--- src/rtl/u409_cia_cycle.sv ---
`default_nettype none
// +----------------------------------------------------------------------------+
// | Module      : u409_cia_cycle                                               |
// | Description : CIA bus-cycle responder. Generates the free-running E clock  |
// |               from CLK40, aligns a decoded CIA-space CPU access to E,      |
// |               drives CIA_ENABLE (gates nCIACS0/nCIACS1), and terminates    |
// |               the CPU cycle with a one-clock nTA plus a read-data strobe.  |
// | Ports       : CLK40      in  40 MHz clock, rising edge                     |
// |               RESET      in  asynchronous active-high reset                |
// |               TS         in  transfer start, one clock                     |
// |               CIA_SPACE  in  address decoded as CIA space (with TS)        |
// |               RnW        in  1 = read, 0 = write (with TS)                 |
// |               E          out E clock to the CIAs                           |
// |               CIA_ENABLE out chip-select gate to the address decoder       |
// |               nTA        out transfer acknowledge, active low              |
// |               RD_LATCH   out one-clock read-data capture strobe            |
// | Revision    : 1.0  initial release                                         |
// +----------------------------------------------------------------------------+
module u409_cia_cycle #(
   parameter int E_LOW    = 34,
   parameter int E_HIGH   = 22,
   parameter int CS_SETUP = 8
) (
   input  logic CLK40,
   input  logic RESET,
   input  logic TS,
   input  logic CIA_SPACE,
   input  logic RnW,
   output logic E,
   output logic CIA_ENABLE,
   output logic nTA,
   output logic RD_LATCH
);

   localparam int c_P  = E_LOW + E_HIGH;
   localparam int c_CW = $clog2(c_P);

   localparam logic [c_CW-1:0] c_LAST   = c_CW'(c_P - 1);
   localparam logic [c_CW-1:0] c_PENULT = c_CW'(c_P - 2);
   localparam logic [c_CW-1:0] c_E_RISE = c_CW'(E_LOW);
   // Latest counter value at which CIA_ENABLE can still be raised at least
   // CS_SETUP clocks ahead of the coming E rise (strictly below this value).
   localparam logic [c_CW-1:0] c_ACCEPT = c_CW'(E_LOW - CS_SETUP);

   typedef enum logic [2:0] {
      ST_IDLE   = 3'd0,
      ST_WAIT   = 3'd1,
      ST_ACTIVE = 3'd2,
      ST_TERM   = 3'd3,
      ST_HOLD   = 3'd4
   } state_t;

   state_t            r_state;
   state_t            w_state_next;
   logic [c_CW-1:0]   r_ecnt;
   logic [c_CW-1:0]   w_ecnt_next;
   logic              r_rnw;
   logic              r_e;
   logic              r_cia_enable;
   logic              r_nta;
   logic              r_rd_latch;
   logic              w_accept;

   assign w_ecnt_next = (r_ecnt == c_LAST) ? '0 : r_ecnt + c_CW'(1);
   assign w_accept    = (r_state == ST_IDLE) && TS && CIA_SPACE;

   // Next-state logic
   always_comb begin
      w_state_next = r_state;
      case (r_state)
         ST_IDLE: begin
            if (w_accept) begin
               w_state_next = (r_ecnt < c_ACCEPT) ? ST_ACTIVE : ST_WAIT;
            end
         end
         ST_WAIT: begin
            // Enter ACTIVE exactly as the counter wraps to the start of E low.
            if (r_ecnt == c_LAST) begin
               w_state_next = ST_ACTIVE;
            end
         end
         ST_ACTIVE: begin
            if (r_ecnt == c_PENULT) begin
               w_state_next = ST_TERM;
            end
         end
         ST_TERM: w_state_next = ST_HOLD;
         ST_HOLD: w_state_next = ST_IDLE;
         default: w_state_next = ST_IDLE;
      endcase
   end

   // State, counter and registered outputs. Outputs are decoded from the
   // next state so each one is a flop output aligned with its state.
   always_ff @(posedge CLK40 or posedge RESET) begin
      if (RESET) begin
         r_state      <= ST_IDLE;
         r_ecnt       <= '0;
         r_rnw        <= 1'b1;
         r_e          <= 1'b0;
         r_cia_enable <= 1'b0;
         r_nta        <= 1'b1;
         r_rd_latch   <= 1'b0;
      end else begin
         r_state      <= w_state_next;
         r_ecnt       <= w_ecnt_next;
         r_e          <= (w_ecnt_next >= c_E_RISE);
         r_cia_enable <= (w_state_next != ST_IDLE) && (w_state_next != ST_WAIT);
         r_nta        <= (w_state_next != ST_TERM);
         r_rd_latch   <= (w_state_next == ST_TERM) && r_rnw;
         if (w_accept) begin
            r_rnw <= RnW;
         end
      end
   end

   assign E          = r_e;
   assign CIA_ENABLE = r_cia_enable;
   assign nTA        = r_nta;
   assign RD_LATCH   = r_rd_latch;

endmodule
`default_nettype wire

--- config.mk ---
export PLATFORM = sky130hd
export DESIGN_NAME = u409_cia_cycle
export DESIGN_NICKNAME = d
export VERILOG_FILES = /design/src/rtl/u409_cia_cycle.sv
export SDC_FILE = /design/constraint.sdc
export NUM_CORES = 1
export LEC_CHECK = 0
export CAP_MARGIN = 20
export CELL_PAD_IN_SITES_DETAIL_PLACEMENT = 1
export CELL_PAD_IN_SITES_GLOBAL_PLACEMENT = 2
export CORE_UTILIZATION = 34
export DETAILED_ROUTE_END_ITERATION = 8
export PLACE_DENSITY = 0.75
export SLEW_MARGIN = 25
export SYNTH_ARGS = -nofsm -noshare
export SYNTH_HDL_FRONTEND = slang
export SYNTH_SLANG_ARGS = --single-unit
--- constraint.sdc ---
create_clock -name CLK40 -period 2.08 [get_ports CLK40]
set_clock_uncertainty 0.1 [all_clocks]
set_input_delay 0.208 -clock CLK40 [delete_from_list [all_inputs] [get_ports CLK40]]
set_output_delay 0.208 -clock CLK40 [all_outputs]
set_load 0.01 [all_outputs]
# Yosys cells after proc, flatten, opt, wreduce, memory -nomap -nowiden
# Cells that the tools add are included.
# W data, S select, Z words.
[totals] word_cells=30 romBits=0 latch_bits=0 input_bits=5 output_inout_bits=4 n_memories=0 mem_bits_rw=0 regBits=14
[op_classes] muxes=6 eq_ne=8 n_div=0 shift=0 n_lt_le_gt_ge=2 bitwise=0 n_reduce_logical=6 n_mul=0 addsub=1
[op_table] op="$eq A6 B6 Y1 const B" count=2
[op_table] op="$pmux W3 S4" count=1
[op_table] op="$eq A3 B2 Y1 const B" count=3
[op_table] op="$mux W3" count=3
[op_table] op="$add A6 B1 Y6 const B" count=1
[op_table] op="$ge A6 B6 Y1 const B" count=1
[op_table] op="$lt A6 B5 Y1 const B" count=1
[op_table] op="$mux W6" count=1
[op_table] op="$logic_and A1 B1 Y1" count=4
[op_table] op="$eq A3 B1 Y1 const B" count=1
[op_table] op="$logic_not A3 Y1" count=1
[op_table] op="$ne A3 B1 Y1 const B" count=1
[op_table] op="$ne A3 B2 Y1 const B" count=1
[op_table] op="$reduce_bool A3 Y1" count=1
[op_table] op="$mux W2" count=1

# Logic depth before layout (Yosys ltp)
# Gate-level depths: netlist (run 1).
[depth] word_depth=7 depth_mapped=5 ltp_nobuf=5

# Worst setup path before layout (run 1)
# OpenSTA, ideal clock, no wires.
[synth_path] path_kind="flip-flop to flip-flop" start="register r_ecnt[0]" end="register r_e, in the netlist E" t_required_ps=1844 stages_incl_launch_ff=6 path_slack_ps=581 setup_time_ps=136 synth_period_minus_slack_ps=1499 arrival_time_ps=1263 n_path_buf=0 cell_sequence="dfrtp_1 -> inv_1 -> ha_1 -> nand2b_1 -> a2111oi_4 -> o221ai_2"
[synth_between] elab_chain_len=3 elab_cells_between_ends=4 classes_between="add/sub (1); order compare (1); eq/ne (1); mux (1)"
[synth_rtl] item="start: declaration" line="55" rtl="logic [c_CW-1:0] r_ecnt;"
[synth_rtl] item="start signal: assignment" line="106" rtl="r_ecnt <= w_ecnt_next;"
[synth_rtl] item="$add A6 B1 Y6 or $eq A6 B6 Y1 (tied branches)" line="64" rtl="assign w_ecnt_next = (r_ecnt == c_LAST) ? '0 : r_ecnt + c_CW'(1);"
[synth_rtl] item="$mux W6 (*)" line="64"
[synth_rtl] item="$ge A6 B6 Y1 (*)" line="107" rtl="r_e <= (w_ecnt_next >= c_E_RISE);"
[synth_rtl] item="end signal: assignment" line="107"
[synth_rtl] item="end: declaration" line="58" rtl="logic r_e;"
# Mark *: on every way between the ends. The rest lies on a longest branch, timed or not.
# A chain may end at the register's enable or synchronous reset.

# Worst setup path in the final report (run 1)
[layout_path] start="register r_nta, in the netlist nTA" end="output port nTA"
[layout_rtl] item="start: declaration" line="60" rtl="logic r_nta;"
[layout_rtl] item="start signal: assignment" line="109" rtl="r_nta <= (w_state_next != ST_TERM);"
[layout_rtl] item="end: declaration" line="31" rtl="output logic nTA,"
# No word-level cell between the ends.

==> results.json, run 1 <==
{
  "drv_cap": 0,
  "grt_pass1_vias": 574,
  "fillers": 217,
  "start_kind": "flop",
  "htree_levels": 1,
  "synthCells": 65,
  "combPwrFrac_pct": 12.9,
  "drt_wl_total_um": 1420,
  "hold_path.class": "input pin to asynchronous set/reset pin",
  "critPathArrivalTime_ps": 1320,
  "worst_setup_path_end_kind": "output port",
  "antenna_found_initial": 0,
  "switchingPower_uw": 135,
  "ir_drop_mv": 0.423,
  "numCtsBuffers": 3,
  "netlist_area_um2": 731,
  "maxSlewHeadroom_pct": 63.7,
  "p_total_uw": 532,
  "post-cts-setup-buffers": 0,
  "grt_max_degree": 15,
  "via_count": 505,
  "drive_above_1_share_pct": 13.5,
  "cts_buffer_depth": 2,
  "critPathMaxStageDelay_ps": 530,
  "coreArea_um2": 1980,
  "timing.final.crit_period_ps": 1630,
  "power_frac_seq_pct": 58.7,
  "path_buf_inv": 1,
  "crit_path_top_delay_cell": "clkdlybuf4s50_1",
  "die_w_um": 48.4,
  "yosys_warnings": 0,
  "io_buffers": 8,
  "worstPathRequired_ps": 1770,
  "leakage_nw": 0.359,
  "regArea_um2": 353,
  "gp_congestion": 0.710,
  "cp_max_fo": 1,
  "power_frac_clock_pct": 28.3,
  "overflow": 0,
  "die-area_um2": 2340,
  "pin_count": 9,
  "syn_to_final_growth_pct": 16.4,
  "mostFrequentLayoutCells": "dfrtp_1 (12), inv_1 (8), clkdlybuf4s50_1 (8)",
  "tns_ps": 0,
  "grt_usage_pct": 15.1,
  "drc": 0,
  "final_common_cell": "dfrtp_1",
  "avgSynthCellArea_um2": 11.2,
  "synth.distinct_cells": 32,
  "synth_edf_count": 0,
  "utilization_pct": 42.9,
  "clkSinkCount": 14,
  "ctsRootBufferMaster": "clkbuf_4",
  "syn-num-nets": 73,
  "die_h_um": 48.4,
  "fmaxAchievable_mhz": 612,
  "place_area_um2": 828,
  "rsz0062_at_grt": "false",
  "critPathTopFamily": "buffers and inverters",
  "setup_viol": 0,
  "viasPerCell": 5.00,
  "finalCritPeriodShare_pct": 78.5,
  "ys_async_sr_fraction_pct": 100,
  "p_int_uw": 397,
  "grt_pass1_wl_um": 2700,
  "routedWlPerCell_um": 14.1,
  "fin_nets": 84,
  "tritoncts": "done",
  "multi_input_area_um2": 332,
  "cts_hold_buffers": 0,
  "num_rows": 16,
  "clk_pin_slew_ps": 80,
  "powerDensity_nw_per_um2": 625,
  "synthFlopType": "dfrtp_1",
  "cts.repair.resized": 0,
  "switching_share_pct": 25.3,
  "seq_area_frac_synth_pct": 48.3,
  "finalMaxSlewViolations": 0,
  "fin_area_um2": 851,
  "num_antenna_cells": 0,
  "drt_pass1_iterations": 4,
  "worstSetupPathType": "flop to output port",
  "status": "completed",
  "hpwlAfterDp_um": 1110,
  "tightest_slew_ps": 545,
  "initial_core_util_pct": 36.9,
  "drtAntennaViolNets": 0,
  "ys_seq_elements": 14,
  "cp_cell_sequence": "clkdlybuf4s50_1",
  "final-hold-violation-count": 0,
  "drtIter0Drc": 9,
  "worstSkewPairLatency_ps": 280
}
## routing by layer
layer / vias up / GRT usage [%] / share of wire (%)
met5: - / 0 / 0
met4: 0 / 4.90 / 1.1
met3: 3 / 5.35 / 3.4
met2: 12 / 23.9 / 47
met1: 237 / 19.2 / 49
li1: 253 / - / -
## path summary, 6_finish.rpt
path                                      from             endpoint  slack [ps]  cells after the start
setup reg to reg           r_ecnt[0]$_DFF_PP0_          E$_DFF_PP0_         480                      5
hold reg to reg              r_rnw$_DFFE_PP1P_   RD_LATCH$_DFF_PP0_         400                      2
min in group CLK40           r_rnw$_DFFE_PP1P_   RD_LATCH$_DFF_PP0_         400                      2
max in group asynchronous                RESET    r_rnw$_DFFE_PP1P_        1340                      2
setup / recovery                 nTA$_DFF_PP1_                  nTA         450                      1
hold / removal                           RESET  r_ecnt[5]$_DFF_PP0_         170                      2
## sequential cells by signal, summed over array words and instances, names as in the netlist
register and flops:
E 1, r_rnw 1, CIA_ENABLE 1, r_state 3, r_ecnt 6, nTA 1
RD_LATCH 1
## cell type report
class                      instances  area share, %
sequential                        14           41.5
inverter                           8           3.53
clock buffer                       3           2.65
timing repair buffer               8           9.41
tap                               27           3.97
multi-input combinational         41           39.0
## kinds of logic (layout without fill, tap and decap cells)
family | Yosys count | count (layout) | synth area share [%]
buffers and inverters | 10 | 19 | 6.34
AO/OA/AOI/OAI | 16 | 16 | 19.5
XOR/XNOR | 2 | 2 | 2.40
flip-flops | 14 | 14 | 48.3
AND/OR/NAND/NOR | 19 | 19 | 17.0
multiplexers | 1 | 1 | 1.37
adder cells (fa/ha/maj) | 3 | 3 | 5.14
## power groups by stage
stage | logic (mW) | clock network [mW] | registers [mW]
2_1_floorplan | 0.0510 | 0 | 0.313
3_3_place_gp | 0.0676 | 0 | 0.317
3_5_place_dp | 0.0694 | 0 | 0.317
4_1_cts | 0.0697 | 0.161 | 0.312
5_1_grt | 0.0822 | 0.174 | 0.315
6_report | 0.0688 | 0.151 | 0.312
## Yosys cell counts, types with 2 or more instances
library cell,instances,area [um2]
a21oi_1,2,10.0
dfrtp_1,12,300
dfstp_2,2,52.6
nor2_1,5,18.8
ha_1,3,37.5
nor2b_1,2,12.5
nand2b_1,2,12.5
nand2_1,2,7.51
inv_1,8,30.0
o21ai_0,3,15.0
o211ai_1,2,15.0
nand3_1,2,10.0
## stage by stage
step           cells  hold slack (ps)  setup WS (ps)
6_report         101              169            447
3_3_place_gp      98              392            491
5_1_grt          101              227            373
2_1_floorplan     65            -4.21            581
4_1_cts          101              177            430
3_5_place_dp      98              394            457
No activity file was read; power rests on OpenSTA's default activity.
==> run 2, diff against run 1 <==
--- a/config.mk
+++ b/config.mk
@@ -8,9 +8,9 @@
 export CAP_MARGIN = 20
 export CELL_PAD_IN_SITES_DETAIL_PLACEMENT = 1
 export CELL_PAD_IN_SITES_GLOBAL_PLACEMENT = 2
-export CORE_UTILIZATION = 34
+export CORE_UTILIZATION = 31
 export DETAILED_ROUTE_END_ITERATION = 8
-export PLACE_DENSITY = 0.75
+export PLACE_DENSITY = 0.73
 export SLEW_MARGIN = 25
 export SYNTH_ARGS = -nofsm -noshare
 export SYNTH_HDL_FRONTEND = slang
==> constraint.sdc (replaced) <==
create_clock -name CLK40 -period 1.5 [get_ports CLK40]
set_clock_uncertainty 0.1 [all_clocks]
set_input_delay 0.15 -clock CLK40 [delete_from_list [all_inputs] [get_ports CLK40]]
set_output_delay 0.15 -clock CLK40 [all_outputs]
set_load 0.01 [all_outputs]
==> results.json, run 2 (synthesis gave the netlist of run 1 again) <==
{
  "status": "finished, violations left",
  "failed_checks": "setup timing",
  "fmaxAchievable_mhz": 651,
  "htree_levels": 1,
  "largest_reg_flops": 6,
  "grt_usage_pct": 16.9,
  "r2r_slack_ps": -40,
  "coreArea_um2": 2210,
  "utilization_pct": 44.2,
  "final_common_cell": "dfrtp_1",
  "die-area_um2": 2560,
  "drtIter0Drc": 6,
  "powerDensity_nw_per_um2": 845,
  "path_buf_inv": 1,
  "tritoncts": "done",
  "die_w_um": 50.6,
  "rr_worst_depth": 4,
  "die_h_um": 50.6,
  "drv_cap": 0,
  "io_buffers": 8,
  "grt_pass1_wl_um": 3060,
  "dr.max_layer_used": "met4",
  "tightest_slew_ps": 303,
  "cp_max_fo": 4,
  "antenna_found_initial": 0,
  "critPathMaxStageDelay_ps": 430,
  "cp_cell_sequence": "buf_4 > and3_4 > a2111oi_4 > o221ai_2",
  "r2r_end": "E$_DFF_PP0_",
  "drtAntennaViolNets": 0,
  "num_rows": 17,
  "ir_drop_mv": 0.453,
  "finalMaxSlewViolations": 0,
  "drt_pass1_iterations": 4,
  "worstSetupPathType": "flop to flop",
  "start_kind": "flop",
  "setup_viol": 1,
  "mostFrequentLayoutCells": "dfrtp_1 (12), buf_4 (11), inv_1 (8)",
  "overflow": 0,
  "routedWlPerCell_um": 15.3,
  "clkSinkCount": 14,
  "fillers": 252,
  "wl_met3_um": 53,
  "timing.final.ws_setup_ps": -36.9,
  "finalCritPeriodShare_pct": 102,
  "top_register": "r_ecnt",
  "critPathArrivalTime_ps": 1600,
  "crit_path_top_delay_cell": "dfrtp_1",
  "final-hold-violation-count": 0,
  "hpwlAfterDp_um": 1280,
  "ctsRootBufferMaster": "clkbuf_4",
  "drive_above_1_share_pct": 33.7,
  "viasPerCell": 5.05,
  "drc": 0,
  "worst_setup_path_end_kind": "flop",
  "rsz0062_at_grt": "true",
  "fin_nets": 95,
  "hold_path.class": "input pin to asynchronous set/reset pin",
  "initial_core_util_pct": 33.0,
  "worstPathRequired_ps": 1560,
  "gp_congestion": 0.747,
  "critPathTopFamily": "compound AO/OA/AOI/OAI gates",
  "cts_hold_buffers": 0,
  "num_antenna_cells": 0,
  "leakage_nw": 0.423,
  "drt_wl_total_um": 1750,
  "fin_area_um2": 978,
  "maxSlewHeadroom_pct": 79.8,
  "pin_count": 9,
  "syn_to_final_growth_pct": 33.9,
  "place_area_um2": 912,
  "grt_max_degree": 15,
  "grt_pass1_vias": 619,
  "reg_top3": "r_ecnt x6, r_state x3",
  "cts_buffer_depth": 2,
  "startpoint": "r_ecnt[1]$_DFF_PP0_",
  "numCtsBuffers": 3,
  "met2WireLength_um": 829,
  "r2r_start": "r_ecnt[1]$_DFF_PP0_",
  "clk_pin_slew_ps": 100,
  "m1WireLength_um": 827,
  "worstSkewPairLatency_ps": 290,
  "pre_cts_ws_ps": -92.3,
  "via_count": 576,
  "timing.final.crit_period_ps": 1540
}
## run 2: worst max-delay path by stage
stage	end	depth (start not counted)	slack, ps
after floorplan	E$_DFF_PP0_	5	1
after global placement	E$_DFF_PP0_	5	-20
after detailed placement	E$_DFF_PP0_	5	-90
after CTS	E$_DFF_PP0_	4	-10
after global routing	E$_DFF_PP0_	4	-80
final	E$_DFF_PP0_	4	-40
## run 2: through the flow
step | hold slack [ps] | setup TNS [ps] | std cells | power, mW
2_1_floorplan | -62.2 | 0 | 65 | 0.504
3_3_place_gp | 368 | -23.5 | 110 | 0.544
3_5_place_dp | 382 | -92.3 | 110 | 0.547
4_1_cts | 66.4 | -11.7 | 114 | 0.831
5_1_grt | 82.5 | -76.0 | 114 | 0.869
6_report | 62.8 | -36.9 | 114 | 0.826
## run 2: what timing repair did
action,in CTS,in global routing
buffers inserted,0,0
gates cloned,0,0
setup endpoints to repair,2,5
pin swaps,4,0
resized for setup,6,3
hold endpoints to repair,0,0
## run 2: report_power, final
group / internal, mW / leakage (nW) / switching (mW)
clock network: 0.148 / 0.0210 / 0.134
registers: 0.412 / 0.165 / 0.0230
logic: 0.0547 / 0.237 / 0.0542
total: 0.615 / 0.423 / 0.212
## run 2: area by class of cell
type | count | area (um2) | area share [%]
tap | 28 | 35.0 | 3.58
multi-input combinational | 41 | 363 | 37.1
inverter | 8 | 30.0 | 3.07
clock buffer | 4 | 36.3 | 3.71
sequential | 14 | 353 | 36.1
timing repair buffer | 19 | 161 | 16.5
## run 2: metal layers
metal,vias up,global-route usage [%]
met5,-,0
met3,6,3.94
met1,283,22.0
li1,274,-
met4,0,8.33
met2,13,26.0
## run 2: tightest hold or removal path, cell delays in order
cell and delay [ps]:
clkdlybuf4s50_1 400, inv_1 60, buf_4 210
==> run 3, diff against run 2 <==
--- a/config.mk
+++ b/config.mk
@@ -11,6 +11,7 @@
 export CORE_UTILIZATION = 31
 export DETAILED_ROUTE_END_ITERATION = 8
 export PLACE_DENSITY = 0.73
+export RECOVER_POWER = 50
 export SLEW_MARGIN = 25
 export SYNTH_ARGS = -nofsm -noshare
 export SYNTH_HDL_FRONTEND = slang
==> results.json, run 3 (synthesis gave the netlist of run 1 again) <==
{
  "status": "finished, violations left",
  "failed_checks": "setup timing",
  "routedWlPerCell_um": 15.3,
  "final_common_cell": "dfrtp_1",
  "drc": 0,
  "top_register": "r_ecnt",
  "fmaxAchievable_mhz": 651,
  "power_frac_seq_pct": 52.8,
  "grt_max_degree": 15,
  "timing.final.ws_setup_ps": -36.9,
  "pin_count": 9,
  "drt_wl_total_um": 1750,
  "cts_hold_buffers": 0,
  "fin_hold_ws_ps": 392,
  "cts_buffer_depth": 2,
  "leakage_nw": 0.420,
  "setup_viol": 1,
  "maxSlewHeadroom_pct": 48.8,
  "ctsRootBufferMaster": "clkbuf_4",
  "num_antenna_cells": 0,
  "finalMaxSlewViolations": 0,
  "critPathArrivalTime_ps": 1600,
  "drv_cap": 0,
  "finalCritPeriodShare_pct": 102,
  "drtAntennaViolNets": 0,
  "overflow": 0,
  "reg_top3": "r_ecnt x6, r_state x3",
  "num_rows": 17,
  "fin_nets": 95,
  "ir_drop_mv": 0.453,
  "switchingPower_uw": 212,
  "switching_share_pct": 25.7,
  "mostFrequentLayoutCells": "dfrtp_1 (12), buf_4 (10), inv_1 (8)",
  "grt_pass1_vias": 619,
  "worst_setup_path_end_kind": "flop",
  "worstSetupPathType": "flop to flop",
  "largest_reg_flops": 6,
  "io_buffers": 8,
  "drt_pass1_iterations": 4,
  "power_frac_clock_pct": 34.2,
  "timing.final.crit_period_ps": 1540,
  "powerDensity_nw_per_um2": 846,
  "regArea_um2": 353,
  "die-area_um2": 2560,
  "worstSkewPairLatency_ps": 290,
  "antenna_found_initial": 0,
  "initial_core_util_pct": 33.0,
  "place_area_um2": 912,
  "combPwrFrac_pct": 13.0,
  "final-hold-violation-count": 0,
  "start_kind": "flop",
  "gp_congestion": 0.747,
  "tns_ps": -36.9,
  "fin_area_um2": 975,
  "via_count": 576,
  "pre_cts_ws_ps": -92.3,
  "drtIter0Drc": 6,
  "hpwlAfterDp_um": 1280,
  "viasPerCell": 5.05,
  "clkSinkCount": 14,
  "syn_to_final_growth_pct": 33.4,
  "clk_pin_slew_ps": 100,
  "htree_levels": 1,
  "p_int_uw": 613,
  "grt_pass1_wl_um": 3060,
  "drive_above_1_share_pct": 32.6,
  "cp_max_fo": 4,
  "coreArea_um2": 2210,
  "die_h_um": 50.6,
  "hold_path.class": "input pin to flop",
  "die_w_um": 50.6,
  "rsz0062_at_grt": "true",
  "post-cts-setup-buffers": 0,
  "tightest_slew_ps": 767,
  "fillers": 253,
  "worstPathRequired_ps": 1560,
  "tritoncts": "done",
  "multi_input_area_um2": 363,
  "grt_usage_pct": 16.9,
  "numCtsBuffers": 3
}
run 3: cell count changes in the layout (fill, tap and decap cells not counted), sizes merged:
cell,previous run,this run
clkdlybuf4s50,7,6
clkbuf,4,5
buf,11,10
dlygate4sd3,0,1
run 3: routing by layer:
metal  part of all wire (%)  vias to the layer above  global-route usage, %
met2                     48                       13                   26.0
li1                       -                      274                      -
met1                     47                      283                   22.0
met3                    3.0                        6                   3.94
met5                      0                        -                      0
met4                    2.2                        0                   8.33
run 3: worst paths after layout:
path | from | end | slack, ps | cells after the start
max | r_ecnt[1]$_DFF_PP0_ | E$_DFF_PP0_ | -40 | 4
min | RnW | r_rnw$_DFFE_PP1P_ | 390 | 2
max reg2reg | r_ecnt[1]$_DFF_PP0_ | E$_DFF_PP0_ | -40 | 4
min reg2reg | r_rnw$_DFFE_PP1P_ | RD_LATCH$_DFF_PP0_ | 400 | 2
max in group asynchronous | RESET | r_ecnt[3]$_DFF_PP0_ | 410 | 3
min in group asynchronous | RESET | r_ecnt[4]$_DFF_PP0_ | 400 | 3
run 3: worst max-delay path, cell delays in order (launching register included):
cell and delay, ps:
dfrtp_1 430, buf_4 160, and3_4 190, a2111oi_4 380, o221ai_2 150
run 3: final cells by class:
cell class,count,area share (%)
inverter,8,3.08
sequential,14,36.2
clock buffer,4,3.72
tap,28,3.59
multi-input combinational,41,37.2
timing repair buffer,19,16.2
run 3: through the flow:
stage / power [mW] / util (%) / instances
after floorplan: 0.504 / - / 65
after global placement: 0.544 / 41.2 / 110
after detailed placement: 0.547 / 41.2 / 110
after CTS: 0.831 / 43.7 / 114
after global routing: 0.867 / 44.1 / 114
final: 0.825 / 44.1 / 114
run 3: power by group through the flow:
stage | Combinational (mW) | Sequential (mW) | Clock, mW
2_1_floorplan | 0.0708 | 0.434 | 0
3_3_place_gp | 0.104 | 0.439 | 0
3_5_place_dp | 0.107 | 0.440 | 0
4_1_cts | 0.109 | 0.432 | 0.290
5_1_grt | 0.123 | 0.439 | 0.305
6_report | 0.107 | 0.435 | 0.282
run 3: what timing repair did:
action	CTS	global route
endpoints found under the setup margin	2	5
cloned	0	0
pin swaps	4	0
gates resized for setup	6	3
